$ cat src/rtl/accum_alu_pkg.sv
// Shared function codes and FSM state encoding for the accumulator ALU.
package accum_alu_pkg;

    localparam logic [2:0] FN_ADD  = 3'b000;
    localparam logic [2:0] FN_MUL  = 3'b001;
    localparam logic [2:0] FN_SHL  = 3'b010;
    localparam logic [2:0] FN_HOLD = 3'b011;
    localparam logic [2:0] FN_SUB  = 3'b100;
    localparam logic [2:0] FN_ACC  = 3'b101;
    localparam logic [2:0] FN_CLR  = 3'b110;

    localparam logic [0:0] ST_IDLE = 1'b0;
    localparam logic [0:0] ST_MUL  = 1'b1;

endpackage

$ cat src/rtl/accum_alu_seq_multiplier.sv
// Iterative shift-add multiplier: one partial-product step per clock, WIDTH steps per product.
// The done pulse and product are combinational, so the caller can capture the result on the last step edge.
module seq_multiplier #(
    parameter int WIDTH = 4
) (
    input  logic               Clock,
    input  logic               Reset,
    input  logic               start,
    input  logic [WIDTH-1:0]   a,
    input  logic [WIDTH-1:0]   b,
    output logic               done,
    output logic [2*WIDTH-1:0] product
);

    localparam int RW = 2 * WIDTH;
    localparam int CW = $clog2(WIDTH + 1);

    logic          running;
    logic [CW-1:0] count;
    logic [RW-1:0] mcand;
    logic [RW-1:0] partial;
    logic [RW-1:0] partial_next;
    logic [WIDTH-1:0] mplier;

    assign partial_next = partial + (mplier[0] ? mcand : '0);
    assign done         = running && (count == CW'(WIDTH - 1));
    assign product      = partial_next;

    always_ff @(posedge Clock) begin
        if (Reset) begin
            running <= 1'b0;
            count   <= '0;
            mcand   <= '0;
            partial <= '0;
            mplier  <= '0;
        end else if (start) begin
            running <= 1'b1;
            count   <= '0;
            partial <= '0;
            mcand   <= {{WIDTH{1'b0}}, a};
            mplier  <= b;
        end else if (running) begin
            partial <= partial_next;
            mcand   <= mcand << 1;
            mplier  <= mplier >> 1;
            count   <= count + CW'(1);
            if (done)
                running <= 1'b0;
        end
    end

endmodule

$ cat src/rtl/accum_alu_seq.sv
// Accumulator ALU with valid/ready issue, chained B operand and a multi-cycle multiply.
// Define ACCUM_ALU_SATURATE_EN to clamp overflowing ACC/SHL/SUB results instead of wrapping.
module accum_alu_seq
    import accum_alu_pkg::*;
#(
    parameter int WIDTH = 4
) (
    input  logic               Clock,
    input  logic               Reset,
    input  logic [WIDTH-1:0]   Data,
    input  logic [2:0]         Function,
    input  logic               InValid,
    output logic               InReady,
    output logic [2*WIDTH-1:0] ALUout,
    output logic               OutValid,
    output logic               Busy,
    output logic               Overflow
);

    localparam int RW = 2 * WIDTH;

`ifdef ACCUM_ALU_SATURATE_EN
    localparam bit SATURATE = 1'b1;
`else
    localparam bit SATURATE = 1'b0;
`endif

    logic [0:0]    state;
    logic          issue;
    logic          mul_start;
    logic          mul_done;
    logic [RW-1:0] mul_product;
    logic [WIDTH-1:0] op_b;
    logic [RW-1:0] a_ext;
    logic [RW-1:0] b_ext;
    logic [RW:0]   acc_sum;
    logic [RW-1:0] shl_val;
    logic          shl_lost;
    logic          sub_borrow;
    logic [RW-1:0] alu_result;
    logic          alu_ovf;

    assign InReady   = (state == ST_IDLE);
    assign Busy      = (state == ST_MUL);
    assign issue     = InValid && InReady;
    assign mul_start = issue && (Function == FN_MUL);

    assign op_b       = ALUout[WIDTH-1:0];
    assign a_ext      = {{WIDTH{1'b0}}, Data};
    assign b_ext      = {{WIDTH{1'b0}}, op_b};
    assign acc_sum    = {1'b0, ALUout} + {1'b0, a_ext};
    assign shl_val    = b_ext << Data;
    // Shifting back and comparing catches any set bit pushed past the top.
    assign shl_lost   = ((shl_val >> Data) != b_ext);
    assign sub_borrow = (op_b > Data);

    seq_multiplier #(.WIDTH(WIDTH)) u_mult (
        .Clock   (Clock),
        .Reset   (Reset),
        .start   (mul_start),
        .a       (Data),
        .b       (op_b),
        .done    (mul_done),
        .product (mul_product)
    );

    always_comb begin
        alu_result = ALUout;
        alu_ovf    = 1'b0;
        case (Function)
            FN_ADD: alu_result = a_ext + b_ext;
            FN_SHL: begin
                alu_ovf    = shl_lost;
                alu_result = (SATURATE && shl_lost) ? '1 : shl_val;
            end
            FN_SUB: begin
                alu_ovf    = sub_borrow;
                alu_result = (SATURATE && sub_borrow) ? '0 : (a_ext - b_ext);
            end
            FN_ACC: begin
                alu_ovf    = acc_sum[RW];
                alu_result = (SATURATE && acc_sum[RW]) ? '1 : acc_sum[RW-1:0];
            end
            FN_CLR: alu_result = '0;
            default: alu_result = ALUout;
        endcase
    end

    // Reset has priority, so an issue on a reset edge is simply dropped.
    always_ff @(posedge Clock) begin
        if (Reset) begin
            state    <= ST_IDLE;
            ALUout   <= '0;
            OutValid <= 1'b0;
            Overflow <= 1'b0;
        end else begin
            OutValid <= 1'b0;
            if (state == ST_IDLE) begin
                if (issue) begin
                    if (Function == FN_MUL) begin
                        state <= ST_MUL;
                    end else begin
                        ALUout   <= alu_result;
                        Overflow <= alu_ovf;
                        OutValid <= 1'b1;
                    end
                end
            end else if (mul_done) begin
                ALUout   <= mul_product;
                Overflow <= 1'b0;
                OutValid <= 1'b1;
                state    <= ST_IDLE;
            end
        end
    end

endmodule

$ cat config.mk
export PLATFORM = sky130hd
export DESIGN_NAME = accum_alu_seq
export DESIGN_NICKNAME = d
export VERILOG_FILES = /design/src/rtl/accum_alu_pkg.sv /design/src/rtl/accum_alu_seq_multiplier.sv /design/src/rtl/accum_alu_seq.sv
export SDC_FILE = /design/constraint.sdc
export NUM_CORES = 1
export LEC_CHECK = 0
export CORE_MARGIN = 3
export CORE_UTILIZATION = 55
export DETAILED_ROUTE_END_ITERATION = 16
export DONT_BUFFER_PORTS = 1
export GPL_TIMING_DRIVEN = 0
export PLACE_DENSITY = 0.76
export SLEW_MARGIN = 20
export SYNTH_ARGS = -nofsm -noshare
export SYNTH_HDL_FRONTEND = slang
export SYNTH_SLANG_ARGS = --single-unit
$ cat constraint.sdc
create_clock -name Clock -period 3.98 [get_ports Clock]
set_clock_uncertainty 0.15 [all_clocks]
set_input_delay 0.796 -clock Clock [delete_from_list [all_inputs] [get_ports Clock]]
set_output_delay 0.796 -clock Clock [all_outputs]
set_load 0.02 [all_outputs]
==> impl_metrics.py, run 1 <==
metrics = {
    "clock_network": {
        "clk_pin_slew_ps": 80,
        "clk_root_buffer_cell": "clkbuf_8",
        "cts_tree": "yes",
        "cts_setup_buffers": 0,
        "ctsHoldBuffers": 0,
        "clk_latency_ps": 290,
        "cts_resized": 0,
        "cts_made_buffers": 5,
        "clockBufferDepth": 2,
        "cts_sinks": 35,
        "htreeDepth": 2,
    },
    "drt": {
        "via_per_inst": 6.06,
        "drt-total-wl_mm": 6.35,
        "ant_nets": 0,
        "drc": 0,
        "vias": 2292,
        "drt_first_pass_iters": 4,
        "drt_iter0_drc": 227,
        "avgRoutedWirePerCell_um": 16.8,
    },
    "synth": {
        "synth-main-ff-cell": "dfxtp_1",
        "synth_top_cell_area_share": 0.269,
        "syn_area_um2": 2600,
        "synth_seq_area_share": 0.269,
        "synth_edf_count": 0,
        "synthArstFlopShare": 0,
        "netlist_top_cells_area": "dfxtp_1 (27%), ha_1 (8.2%), mux2i_1 (8.1%), nor2_1 (5.3%), a21oi_1 (4.4%)",
        "syn_nets": 348,
        "postSynthCellCount": 318,
        "ys_warn_count": 0,
        "avgSynthCellArea_um2": 8.18,
        "synth-seq-cells": 35,
        "synth_top_cell_by_area": "dfxtp_1",
        "synth_cell_types": 59,
    },
    "pwr": {
        "seqPwrFrac": 0.473,
        "internal_power_w": 0.000574,
        "powerDensity_nw_per_um2": 290,
        "ir_drop_uv": 199,
        "p_leak_nw": 1.03,
        "combPwrFrac": 0.169,
        "switchingPower_w": 0.000231,
        "p_sw_frac": 0.287,
        "p_clk_frac": 0.359,
    },
    "sta": {
        "finalHoldViolations": 0,
        "slew_viol_final": 0,
        "setup_viol": 0,
        "tns_ps": 0,
        "worst_slack_ps": 1260,
        "slew_headroom": 0.570,
        "rsz0062_at_grt": "false",
        "max_clock_freq_ghz": 0.368,
        "period_minus_slack_ps": 2720,
        "period_share": 0.682,
        "worst_pin_slew_ps": 646,
        "whs_ps": 345,
    },
    "finish": {
        "layout.nets": 355,
        "final_core_util": 0.619,
        "mostFrequentLayoutCells": "nor2_1 (37), dfxtp_1 (35), a21oi_1 (23)",
        "nFillCells": 415,
        "diodes": 0,
        "area_delta_synth_final_pct": 6.49,
        "final_area_um2": 2770,
        "final_common_cell": "nor2_1",
        "drive_above_1_share": 0.0951,
    },
    "place": {
        "dp_hpwl_mm": 4.84,
        "dp_slack_ps": 1010,
        "dpl_cell_area_um2": 2670,
        "place_congestion": 0.865,
        "portBuffers": 0,
    },
    "floorplanning": {
        "rows": 24,
        "core_region_area_um2": 4470,
        "die_w_um": 74.8,
        "io_pins": 22,
        "start_util": 0.582,
        "die-area_um2": 5590,
        "die_h_um": 74.8,
    },
    "global_route": {
        "grt_overflow": 0,
        "grt_max_degree": 12,
        "grt_pass1_vias": 2216,
        "antenna_found_initial": 0,
        "grt_pass1_wl_mm": 10.2,
        "globalRouteTotalUtil": 0.239,
    },
    "critical_path": {
        "path_cells": "buf_2 > inv_1 > ha_1 > inv_2 > fa_1 > a21oi_1 > o21ai_1 > o311ai_1 > o21ai_1 > o211a_1 > o41ai_2",
        "cp-end-kind": "flop",
        "cp-start-kind": "primary input",
        "crit_slowest_cell": "fa_1",
        "crit_fanout": 10,
        "cp.required_ps": 4040,
        "crit_top_cell": "o21ai_1",
        "path_class": "primary input to flop",
        "cpPeakStageDelay_ps": 410,
        "worstPathArrival_ps": 2770,
        "worst_path_dominant_cell_family": "compound AO/OA/AOI/OAI gates",
        "cp_num_buf_inv": 3,
    },
    "job": {
        "cap_violations": 0,
    },
    "run_status": {
        "outcome": "finished, final reports clean",
    },
    "hold_path": {
        "hp-class": "flop to flop",
    },
}
[kinds of logic (layout without fill, tap and decap cells)]
group                    count (synthesis)  after routing  synth area share
multiplexers                            24             24            0.0937
flip-flops                              35             35             0.269
AND/OR/NAND/NOR                        114            114             0.230
AO/OA/AOI/OAI                           81             81             0.213
XOR/XNOR                                11             11            0.0370
buffers and inverters                   33             41            0.0519
adder cells (fa/ha/maj)                 20             20             0.105
[tightest hold or removal path: cells and delay by family (launching register included)]
| family | cells | cell delay (ps) |
|---|---|---|
| flip-flops | 1 | 310 |
| AND/OR/NAND/NOR | 1 | 90 |
| AO/OA/AOI/OAI | 1 | 50 |
[through the flow]
| step | instances | total power (W) |
|---|---|---|
| 2_1_floorplan | 318 | 0.000489 |
| 3_3_place_gp | 370 | 0.000519 |
| 3_5_place_dp | 370 | 0.000521 |
| 4_1_cts | 378 | 0.000809 |
| 5_1_grt | 378 | 0.000837 |
| 6_report | 378 | 0.000805 |
[flip-flops by register name, indices dropped and copies added, names as in the netlist]
signal          count
OutValid            1
Overflow            1
Busy                1
ALUout              8
u_mult.running      1
u_mult.partial      8
u_mult.count        3
u_mult.mcand        8
u_mult.mplier       4
[worst paths after layout]
path	startpoint	endpoint	slack [ps]	depth (start not counted)
hold / removal	u_mult.count[2]	u_mult.count[2]	340	2
setup / recovery	Data[0]	ALUout[4]	1260	11
setup reg to reg	ALUout[3]	ALUout[7]	1280	9
hold reg to reg	u_mult.count[2]	u_mult.count[2]	340	2
[area by class of cell]
| class | instances | area, µm² | share of cell area |
|---|---|---|---|
| plain buffers | 14 | 63.8 | 0.0230 |
| clock buffers | 7 | 96.3 | 0.0348 |
| clock inverters | 1 | 7.51 | 0.00271 |
| inverters | 19 | 71.3 | 0.0257 |
| multi-input cells | 250 | 1770 | 0.637 |
| flip-flops and latches | 35 | 701 | 0.253 |
| well taps | 52 | 65.1 | 0.0235 |
[per-layer routing]
metal  vias to the layer above  track usage  wire length (µm)
met5                         -            0                 0
met4                         0       0.0870               123
met3                        13       0.0507               298
met2                        65        0.417              3170
met1                      1061        0.291              2760
li1                       1153            -                 -
[power groups by stage]
stage	Clock, W	Sequential [W]	Combinational, W
detailed placement	0	0.000388	0.000133
finish	0.000289	0.000380	0.000136
global route	0.000307	0.000382	0.000148
global placement	0	0.000388	0.000131
CTS	0.000295	0.000380	0.000134
floorplan	0	0.000384	0.000106
[synthesized netlist by cell type (2+ instances only)]
library cell	instances
a211oi_1	9
a21oi_1	23
a221oi_1	4
a22oi_1	2
a31o_2	2
a32oi_1	2
and2_1	8
and3_1	4
buf_2	6
clkbuf_1	6
dfxtp_1	35
fa_1	3
ha_1	17
inv_1	17
inv_2	2
mux2_2	3
mux2i_1	21
nand2_1	20
nand2b_1	9
nand3_1	6
nand3b_1	6
nor2_1	37
nor2b_1	7
nor3_1	2
nor3b_1	2
o211ai_1	2
o21ai_0	7
o21ai_1	5
o221ai_1	2
o22ai_1	7
o31ai_1	2
or2_2	2
or2b_1	2
or3_1	2
xnor2_1	7
xor2_1	4
(Power assumes the default switching activity.)
==> run 2, diff against run 1 <==
- clock period: 3.98 -> 2.6 ns (I/O delays scaled with it)
==> run 2 against run 1 <==
Compared with the run above:
- largest cell class unchanged
- utilization increased by 0.34 points
- sequential share of layout area grew 0.18 points
- sequential power is 53% higher
- count of clock-buffer cells in the layout unchanged
- design area is 0.54% higher
- non-clock buffer count stayed put
- largest power group unchanged
- worst hold slack lost 52 ps
- setup slack worse by 1100 ps
- clock power grew 54%
- die area is the same
- global-route usage did not move
==> impl_metrics.py, run 2 (same netlist as run 1, synthesis figures left out) <==
metrics = {
    "run_status": {
        "outcome": "finished, final reports clean",
    },
    "clock_network": {
        "clockBufferDepth": 2,
        "clk_pin_slew_ps": 80,
        "clk_latency_ps": 290,
        "clk_root_buffer_cell": "clkbuf_8",
        "ctsHoldBuffers": 0,
        "cts_tree": "yes",
        "cts_setup_buffers": 0,
        "htreeDepth": 2,
        "cts_sinks": 35,
        "cts_made_buffers": 5,
    },
    "drt": {
        "drt_iter0_drc": 215,
        "ant_nets": 0,
        "drt-total-wl_mm": 6.38,
        "via_per_inst": 6.13,
        "avgRoutedWirePerCell_um": 16.9,
        "drt_first_pass_iters": 4,
        "vias": 2318,
        "drc": 0,
    },
    "floorplanning": {
        "die-area_um2": 5590,
        "io_pins": 22,
        "rows": 24,
        "die_w_um": 74.8,
        "die_h_um": 74.8,
        "core_region_area_um2": 4470,
        "start_util": 0.582,
    },
    "global_route": {
        "grt_overflow": 0,
        "globalRouteTotalUtil": 0.239,
        "grt_max_degree": 12,
        "grt_pass1_vias": 2216,
        "antenna_found_initial": 0,
        "grt_pass1_wl_mm": 10.2,
    },
    "finish": {
        "diodes": 0,
        "final_common_cell": "nor2_1",
        "final_core_util": 0.623,
        "area_delta_synth_final_pct": 7.07,
        "top_regs": "ALUout: 8 flops, u_mult.mcand: 8 flops, u_mult.partial: 8 flops",
        "mostFrequentLayoutCells": "nor2_1 (37), dfxtp_1 (30), a21oi_1 (23)",
        "multiInputGateArea_um2": 1770,
        "instances_no_fill": 378,
        "nFillCells": 413,
        "drive_above_1_share": 0.120,
        "layout.nets": 355,
        "regArea_um2": 709,
    },
    "place": {
        "portBuffers": 0,
        "dp_cells": 370,
        "dp_hpwl_mm": 4.84,
        "place_congestion": 0.865,
    },
    "sta": {
        "period_minus_slack_ps": 2470,
        "worst_pin_slew_ps": 655,
        "rsz0062_at_grt": "false",
        "max_clock_freq_ghz": 0.404,
        "slew_viol_final": 0,
        "setup_viol": 0,
        "period_share": 0.951,
        "slew_headroom": 0.563,
        "finalHoldViolations": 0,
    },
    "critical_path": {
        "cpPeakStageDelay_ps": 410,
        "reg2reg_depth": 9,
        "reg2reg_from": "ALUout[3]",
        "worst_path_dominant_cell_family": "compound AO/OA/AOI/OAI gates",
        "crit_end": "ALUout[7]",
        "cp-start-kind": "flop",
        "worstPathArrival_ps": 2500,
        "cp-end-kind": "flop",
        "critPathLaunch": "ALUout[3]",
        "rrSetupSlack_ps": 130,
        "path_class": "flop to flop",
        "crit_slowest_cell": "dfxtp_2",
        "cp.depth": 9,
        "crit_fanout": 8,
        "path_cells": "clkbuf_2 > inv_1 > ha_2 > inv_2 > a21oi_1 > nand2_1 > mux2_2 > a2111oi_2 > o32ai_1",
        "cp.required_ps": 2620,
        "cp_num_buf_inv": 3,
        "r2r_end": "ALUout[7]",
    },
    "pwr": {
        "powerDensity_nw_per_um2": 444,
        "p_leak_nw": 1.04,
        "ir_drop_uv": 305,
    },
    "hold_path": {
        "min_delay_path_depth": 2,
        "hp-class": "primary input to flop",
    },
    "job": {
        "cap_violations": 0,
    },
}
-- run 2: timing repair --
action	in CTS	in global routing
gates resized for setup	3	6
endpoints found under the setup margin	2	5
pin swaps	0	0
-- run 2: final cells by class --
type                    count  share of cell area
clock inverters             1             0.00269
plain buffers              14              0.0233
clock buffers               7              0.0346
well taps                  52              0.0233
flip-flops and latches     35               0.255
inverters                  19              0.0256
multi-input cells         250               0.636
-- run 2: worst min path at each step --
stage / end / start / slack [ps]
finish: u_mult.mcand[3] / Data[3] / 290
global placement: u_mult.count[2] / u_mult.count[2] / 320
floorplan: u_mult.count[2] / u_mult.count[2] / 310
detailed placement: u_mult.mplier[3] / u_mult.mplier[3] / 340
global route: u_mult.mcand[3] / Data[3] / 290
CTS: u_mult.mcand[3] / Data[3] / 290
-- run 2: per-layer routing --
metal,global-route usage,part of all wire,vias to the layer above
li1,-,-,1150
met5,0,0,-
met2,0.417,0.50,57
met1,0.291,0.44,1098
met3,0.0507,0.044,13
met4,0.0870,0.019,0
-- run 2: metrics by stage --
stage | cell area, µm² | setup WS [ps] | setup TNS (ps) | power, W | hold slack, ps
2_1_floorplan | 2600 | 113 | 0 | 0.000749 | 306
3_3_place_gp | 2670 | -108 | -183 | 0.000794 | 320
3_5_place_dp | 2670 | -124 | -220 | 0.000798 | 335
4_1_cts | 2780 | 0.581 | 0 | 0.00124 | 292
5_1_grt | 2790 | 6.15 | 0 | 0.00128 | 291
6_report | 2790 | 126 | 0 | 0.00124 | 292
-- run 2: power breakdown --
| part | leakage (nW) | internal [W] | switching (W) |
|---|---|---|---|
| combinational | 0.700 | 0.0000877 | 0.000122 |
| sequential | 0.286 | 0.000552 | 0.0000309 |
| clock | 0.0505 | 0.000241 | 0.000205 |
